--- config.mk ---
export PLATFORM = sky130hd
export DESIGN_NAME = fft_in_loader
export DESIGN_NICKNAME = d
export VERILOG_FILES = /design/src/rtl/fft_pkg.sv /design/src/rtl/sign_ext_shift.sv /design/src/rtl/fft_in_loader.sv
export SDC_FILE = /design/constraint.sdc
export NUM_CORES = 1
export LEC_CHECK = 0
export BUFFER_PORTS_ARGS = -buffer_cell sky130_fd_sc_hd__buf_2
export CORE_UTILIZATION = 54
export CTS_CLUSTER_DIAMETER = 30
export CTS_CLUSTER_SIZE = 40
export DETAILED_ROUTE_END_ITERATION = 10
export GPL_TIMING_DRIVEN = 0
export HOLD_SLACK_MARGIN = 0.05
export PLACE_DENSITY = 0.87
export RECOVER_POWER = 50
export SLEW_MARGIN = 20
export SYNTH_ARGS = -nofsm -noshare
export SYNTH_HDL_FRONTEND = slang
export SYNTH_HIERARCHICAL = 1
export SYNTH_SLANG_ARGS = --single-unit
--- constraint.sdc ---
create_clock -name clk -period 3.2 [get_ports clk]
set_input_delay 0.32 -clock clk [delete_from_list [all_inputs] [get_ports clk]]
set_output_delay 0.32 -clock clk [all_outputs]
set_load 0.05 [all_outputs]
--- src/rtl/fft_pkg.sv ---
// fft_pkg: shared FFT constants, loader state encoding and bit-reversal helper
package fft_pkg;
  localparam int N = 64;
  localparam int LOG2N = 6;
  localparam int BW = 16;
  typedef enum logic [1:0] {LOAD, FLUSH, HANDOFF} state_e;
  function automatic logic [LOG2N-1:0] bitrev(input logic [LOG2N-1:0] a);
    logic [LOG2N-1:0] r;
    for (int i = 0; i < LOG2N; i++) r[i] = a[LOG2N-1-i];
    return r;
  endfunction
endpackage

--- src/rtl/sign_ext_shift.sv ---
// sign_ext_shift: exact widening of a signed sample with zero-filled pre-shift
module sign_ext_shift #(
  parameter int IW = 12,
  parameter int BW = 16,
  parameter int PRESHIFT = 0
) (
  input  logic [IW-1:0] in_i,
  output logic [BW-1:0] out_o
);
  assign out_o = {{(BW-IW){in_i[IW-1]}}, in_i} << PRESHIFT;
endmodule

--- src/rtl/fft_in_loader.sv ---
// fft_in_loader: widens streamed samples into bit-reversed memory order and hands frames to the FFT
module fft_in_loader
  import fft_pkg::*;
#(
  parameter int IW = 12,
  parameter int PRESHIFT = 0
) (
  input  logic             clk,
  input  logic             rst_n,
  input  logic             in_valid,
  output logic             in_ready,
  input  logic [IW-1:0]    in_re,
  input  logic [IW-1:0]    in_im,
  input  logic             in_last,
  output logic             mem_we,
  output logic [LOG2N-1:0] mem_addr,
  output logic [BW-1:0]    mem_wdata_re,
  output logic [BW-1:0]    mem_wdata_im,
  output logic             len_err,
  output logic             start_req,
  input  logic             start_ack,
  output logic             frame_done
);
  state_e state_q, state_d;
  logic [LOG2N-1:0] cnt_q, cnt_d, addr_q, addr_d;
  logic [BW-1:0] re_q, re_d, im_q, im_d, wide_re, wide_im;
  logic we_q, we_d, err_q, err_d, req_q, req_d, done_q, done_d, acc, at_end;
  sign_ext_shift #(.IW(IW), .BW(BW), .PRESHIFT(PRESHIFT)) u_re (.in_i(in_re), .out_o(wide_re));
  sign_ext_shift #(.IW(IW), .BW(BW), .PRESHIFT(PRESHIFT)) u_im (.in_i(in_im), .out_o(wide_im));
  assign in_ready = state_q == LOAD;
  assign acc = in_valid && in_ready;
  assign at_end = cnt_q == LOG2N'(N-1);
  // next state, frame counter and the one-cycle-delayed memory write
  always_comb begin
    state_d = state_q == LOAD ? (acc && at_end ? FLUSH : LOAD) :
              state_q == FLUSH ? HANDOFF : (start_ack ? LOAD : HANDOFF);
    cnt_d = acc ? cnt_q + LOG2N'(1) : cnt_q;
    we_d = acc;
    addr_d = acc ? bitrev(cnt_q) : addr_q;
    re_d = acc ? wide_re : re_q;
    im_d = acc ? wide_im : im_q;
    err_d = acc && (in_last != at_end);
    req_d = state_d == HANDOFF;
    done_d = state_q == FLUSH;
  end
  // state and output registers; reset drops any partial frame or pending handoff
  always_ff @(posedge clk or negedge rst_n) begin
    if (!rst_n) begin
      state_q <= LOAD;
      cnt_q <= '0;
      we_q <= 1'b0;
      addr_q <= '0;
      re_q <= '0;
      im_q <= '0;
      err_q <= 1'b0;
      req_q <= 1'b0;
      done_q <= 1'b0;
    end else begin
      state_q <= state_d;
      cnt_q <= cnt_d;
      we_q <= we_d;
      addr_q <= addr_d;
      re_q <= re_d;
      im_q <= im_d;
      err_q <= err_d;
      req_q <= req_d;
      done_q <= done_d;
    end
  end
  assign mem_we = we_q;
  assign mem_addr = addr_q;
  assign mem_wdata_re = re_q;
  assign mem_wdata_im = im_q;
  assign len_err = err_q;
  assign start_req = req_q;
  assign frame_done = done_q;
endmodule

======== Word-level counts from Yosys, hierarchy flattened ========
Cells that the tools add are included.
word-level totals
  bits in registers ....................... 42
  latch bits .............................. 0
  bits in writable memories ............... 0
  memory bits (read-only) ................. 0
  input port bits ......................... 29
  output and inout port bits .............. 43
  memories ................................ 0
cells by class
  add/sub/neg operators ................... 1
  multiply operators ...................... 0
  div/mod/pow operators ................... 0
  $lt $le $gt $ge ......................... 0
  equality and inequality tests ........... 4
  shifts and indexed selects .............. 0
  mux-type cells .......................... 4
  bitwise gates (word level) .............. 0
  reductions and logical operators ........ 4
operator list
  cell                                                 number
  adder 6 x 1 -> 6 bit, second input constant          1
  equality test 6 bit, second input constant           1
  two-way mux 2 bit                                    3
  logical AND 1 bit                                    3
  equality test 2 x 1 -> 1 bit, second input constant  1
  equality test 2 bit, second input constant           1
  logical NOT 2 bit                                    1
  two-way mux 1 bit                                    1
  != test 1 bit                                        1

======== Longest topological paths before layout ========
  depth in word-level cells ............... 6
  depth in mapped cells ................... 6

======== By module ========
The synthesis kept the hierarchy.
by module, submodules not included
  module          instances  cells an instance  area each (um2)  sequential area each (um2)
  fft_in_loader   1          195                1891.8           1226.2
  sign_ext_shift  2          16                 120.1            0.0

======== Least setup slack after synthesis ========
No wires, ideal clock.
  path type ............................... reg-to-output
  start point ............................. register start_req (netlist name)
  end point ............................... output port in_ready
  arrival ................................. 1357 ps
  data required time ...................... 2880 ps
  path slack .............................. 1523 ps
  cell stages (with the launch flop) ...... 2
  buffers on the path ..................... 0
  cells stage by stage .................... dfrtp_1 nor2_1
RTL lines
  what           line                 RTL
  end, declared  fft_in_loader.sv:11  output logic in_ready,

==> impl_metrics.env <==
export IMPL_dr_pass1_iters=4
export IMPL_synth_avg_cell_area_um2=9.392
export IMPL_maxSlewViolCount=0
export IMPL_core_area_um2=3716
export IMPL_syn2layout_area_growth_pct=16.73
export IMPL_endpoint="cnt_q[2]"
export IMPL_wl_per_cell_um=11.47
export IMPL_pre_cts_slack_ns=1.698
export IMPL_fin_tns_setup_ns=0
export IMPL_grt_max_degree=50
export IMPL_path_depth=6
export IMPL_start_kind="flip-flop"
export IMPL_synth_main_ff_cell="dfrtp_1"
export IMPL_cts_sinks=49
export IMPL_cts_buffers=5
export IMPL_async_reset_ff_frac=1.000
export IMPL_drt_wl_total_um=3775
export IMPL_clk_pin_slew_ns=0.08
export IMPL_gp_routability_congestion=0.7648
export IMPL_grt_pass1_vias=1490
export IMPL_die_w_um=64.84
export IMPL_relSlewSlack=0.6032
export IMPL_pin_count=72
export IMPL_path_buf_inv=3
export IMPL_crit_type="flip-flop to flip-flop"
export IMPL_grt_first_pass_wirelength_um=6492
export IMPL_synth_seq_area_share=0.5751
export IMPL_cts_tree="built"
export IMPL_ys_ff_latch=49
export IMPL_r2r_setup_slack_ns=1.60
export IMPL_critical_path_max_stage_delay_ns=0.45
export IMPL_synth_edff_count=0
export IMPL_rsz0062_at_grt="false"
export IMPL_drc=0
export IMPL_fmax_mhz=626.5
export IMPL_cp_cell_sequence="or3b_1, clkbuf_1, clkinv_4, buf_6, nand2_2, xnor2_2"
export IMPL_track_usage=0.2073
export IMPL_num_vias=1535
export IMPL_ys_types=23
export IMPL_syn_nets=257
export IMPL_dp_cells=322
export IMPL_syn_area_um2=2132
export IMPL_die_area_um2=4204
export IMPL_p_leak_nw=1.387
export IMPL_initial_core_util=0.5737
export IMPL_crit_required_ns=3.37
export IMPL_synth_top_area_cell="dfrtp_1"
export IMPL_layout_drive_gt1_share=0.2918
export IMPL_reg2reg_depth=6
export IMPL_holdBufCountCts=0
export IMPL_tightest_slew_ns=0.5978
export IMPL_maxCapViolations=0
export IMPL_port_buffers=47
export IMPL_synth_top_area_frac=0.5751
export IMPL_yosysMostFrequentCell="nand2_1"
export IMPL_drtIter0Drc=79
export IMPL_post_cts_buffers=0
export IMPL_dp_hpwl_um=2715
export IMPL_synth_warning_count=6
export IMPL_netlist_top_cells_count="nand2_1, dfrtp_1, buf_4, buf_2"
export IMPL_setup_violations=0
export IMPL_holdCritPathClass="input port to asynchronous set/reset pin"
export IMPL_worst_ep_arrival_time_ns=1.77
export IMPL_final_nets=311
export IMPL_antenna_found_initial=0
export IMPL_ir_worst_vdd_mv=0.4349
export IMPL_cp_top_family="flip-flops"
export IMPL_overflow=0
export IMPL_cp_max_fo=10
export IMPL_cts_htree_levels=2
export IMPL_synth_area_top_cells="dfrtp_1, nand2_1, buf_4, buf_6, buf_2"
export IMPL_ant_nets=0
export IMPL_slowest_stage="dfrtp_1"
export IMPL_status="finished, final reports clean"
export IMPL_clock_path_buffers=2
export IMPL_period_share=0.4988
export IMPL_row_count=22
export IMPL_clk_latency_ns=0.29
export IMPL_instances_no_fill=329
export IMPL_clock_root_buffer="clkbuf_8"
export IMPL_vias_per_cell=4.666
export IMPL_final_setup_skew_ns=0.004671
export IMPL_reg2reg_to="cnt_q[2]"
export IMPL_crit_path_start="start_req"
export IMPL_syn_inst=227
export IMPL_reg2reg_from="start_req"
export IMPL_period_minus_slack_ns=1.596
export IMPL_antennaDiodeCount=0
export IMPL_die_h_um=64.84
export IMPL_fin_ws_ns=1.604
export IMPL_hold_viol_final=0
export IMPL_utilization=0.6697
export IMPL_cts_resized=0
export IMPL_end_kind="flip-flop"
export IMPL_powerDensity_nw_per_um2=838.5
-- worst min path at each step --
stage                          start                to
finish                         rst_n  mem_wdata_re[13]
global route                   rst_n  mem_wdata_re[13]
CTS                        start_ack         start_req
detailed placement       mem_addr[5]       mem_addr[5]
global placement    mem_wdata_im[14]  mem_wdata_im[14]
floorplan                      rst_n          cnt_q[0]
-- power breakdown --
group	internal, mW	total [mW]	switching (mW)
sequential	0.775	0.884	0.108
clock	0.171	0.346	0.174
combinational	0.212	0.857	0.645
total	1.16	2.09	0.928
-- registers in the layout, indices dropped and copies added (netlist names) --
register      flops
mem_wdata_re     16
start_req         1
mem_we            1
len_err           1
mem_wdata_im     16
cnt_q             6
frame_done        1
state_q           1
mem_addr          6
-- worst reg2reg max path, cell delays in order, from the launching register on --
cell and delay, ns:
dfrtp_1 0.45, or3b_1 0.38, clkbuf_1 0.20, clkinv_4 0.11
buf_6 0.14, nand2_2 0.07, xnor2_2 0.13
-- layer usage --
layer	vias up	routed length, um	track usage
li1	765	-	-
met4	0	59	0.08611
met3	5	213	0.04754
met5	-	0	0
met2	53	1928	0.3633
met1	712	1574	0.2420
-- logic make-up (layout without fill, tap and decap cells) --
kind of cell | after synthesis | count (layout) | share of synthesized area
flops | 49 | 49 | 0.5751
simple gates | 126 | 126 | 0.2353
mux | 1 | 1 | 0.005281
buf+inv | 42 | 96 | 0.1473
xor+xnor | 5 | 5 | 0.02407
compound gates | 3 | 3 | 0.007040
fa+ha+maj | 1 | 1 | 0.005868
-- cells in the final DEF, fill, tap and decap left out, drive strengths merged, types with 2 or more instances in the layout --
cell / Yosys / routed
nand2: 116 / 116
buf: 41 / 71
dfrtp: 49 / 49
clkbuf: 0 / 24
xnor2: 3 / 3
a21oi: 2 / 2
nand4: 2 / 2
xor2: 2 / 2
nor3: 2 / 2
-- final cells by class --
| type | instances | area (um2) |
|---|---|---|
| buffer | 41 | 297.8 |
| clock buffer | 7 | 86.33 |
| fill | 333 | 1227 |
| inverter | 1 | 8.758 |
| multi-input combinational | 136 | 591.8 |
| sequential | 49 | 1226 |
| tap | 48 | 60.06 |
| timing repair buffer | 47 | 217.7 |
-- metrics by stage --
step	power [mW]	instance area (um2)	hold slack, ns
CTS	2.122	2514	0.1978
floorplan	1.561	2132	0.02441
global route	2.210	2489	0.07013
finish	2.087	2489	0.03221
global placement	1.741	2427	0.4520
detailed placement	1.772	2427	0.4567
Note: power is estimated with default switching activity, not from simulation.
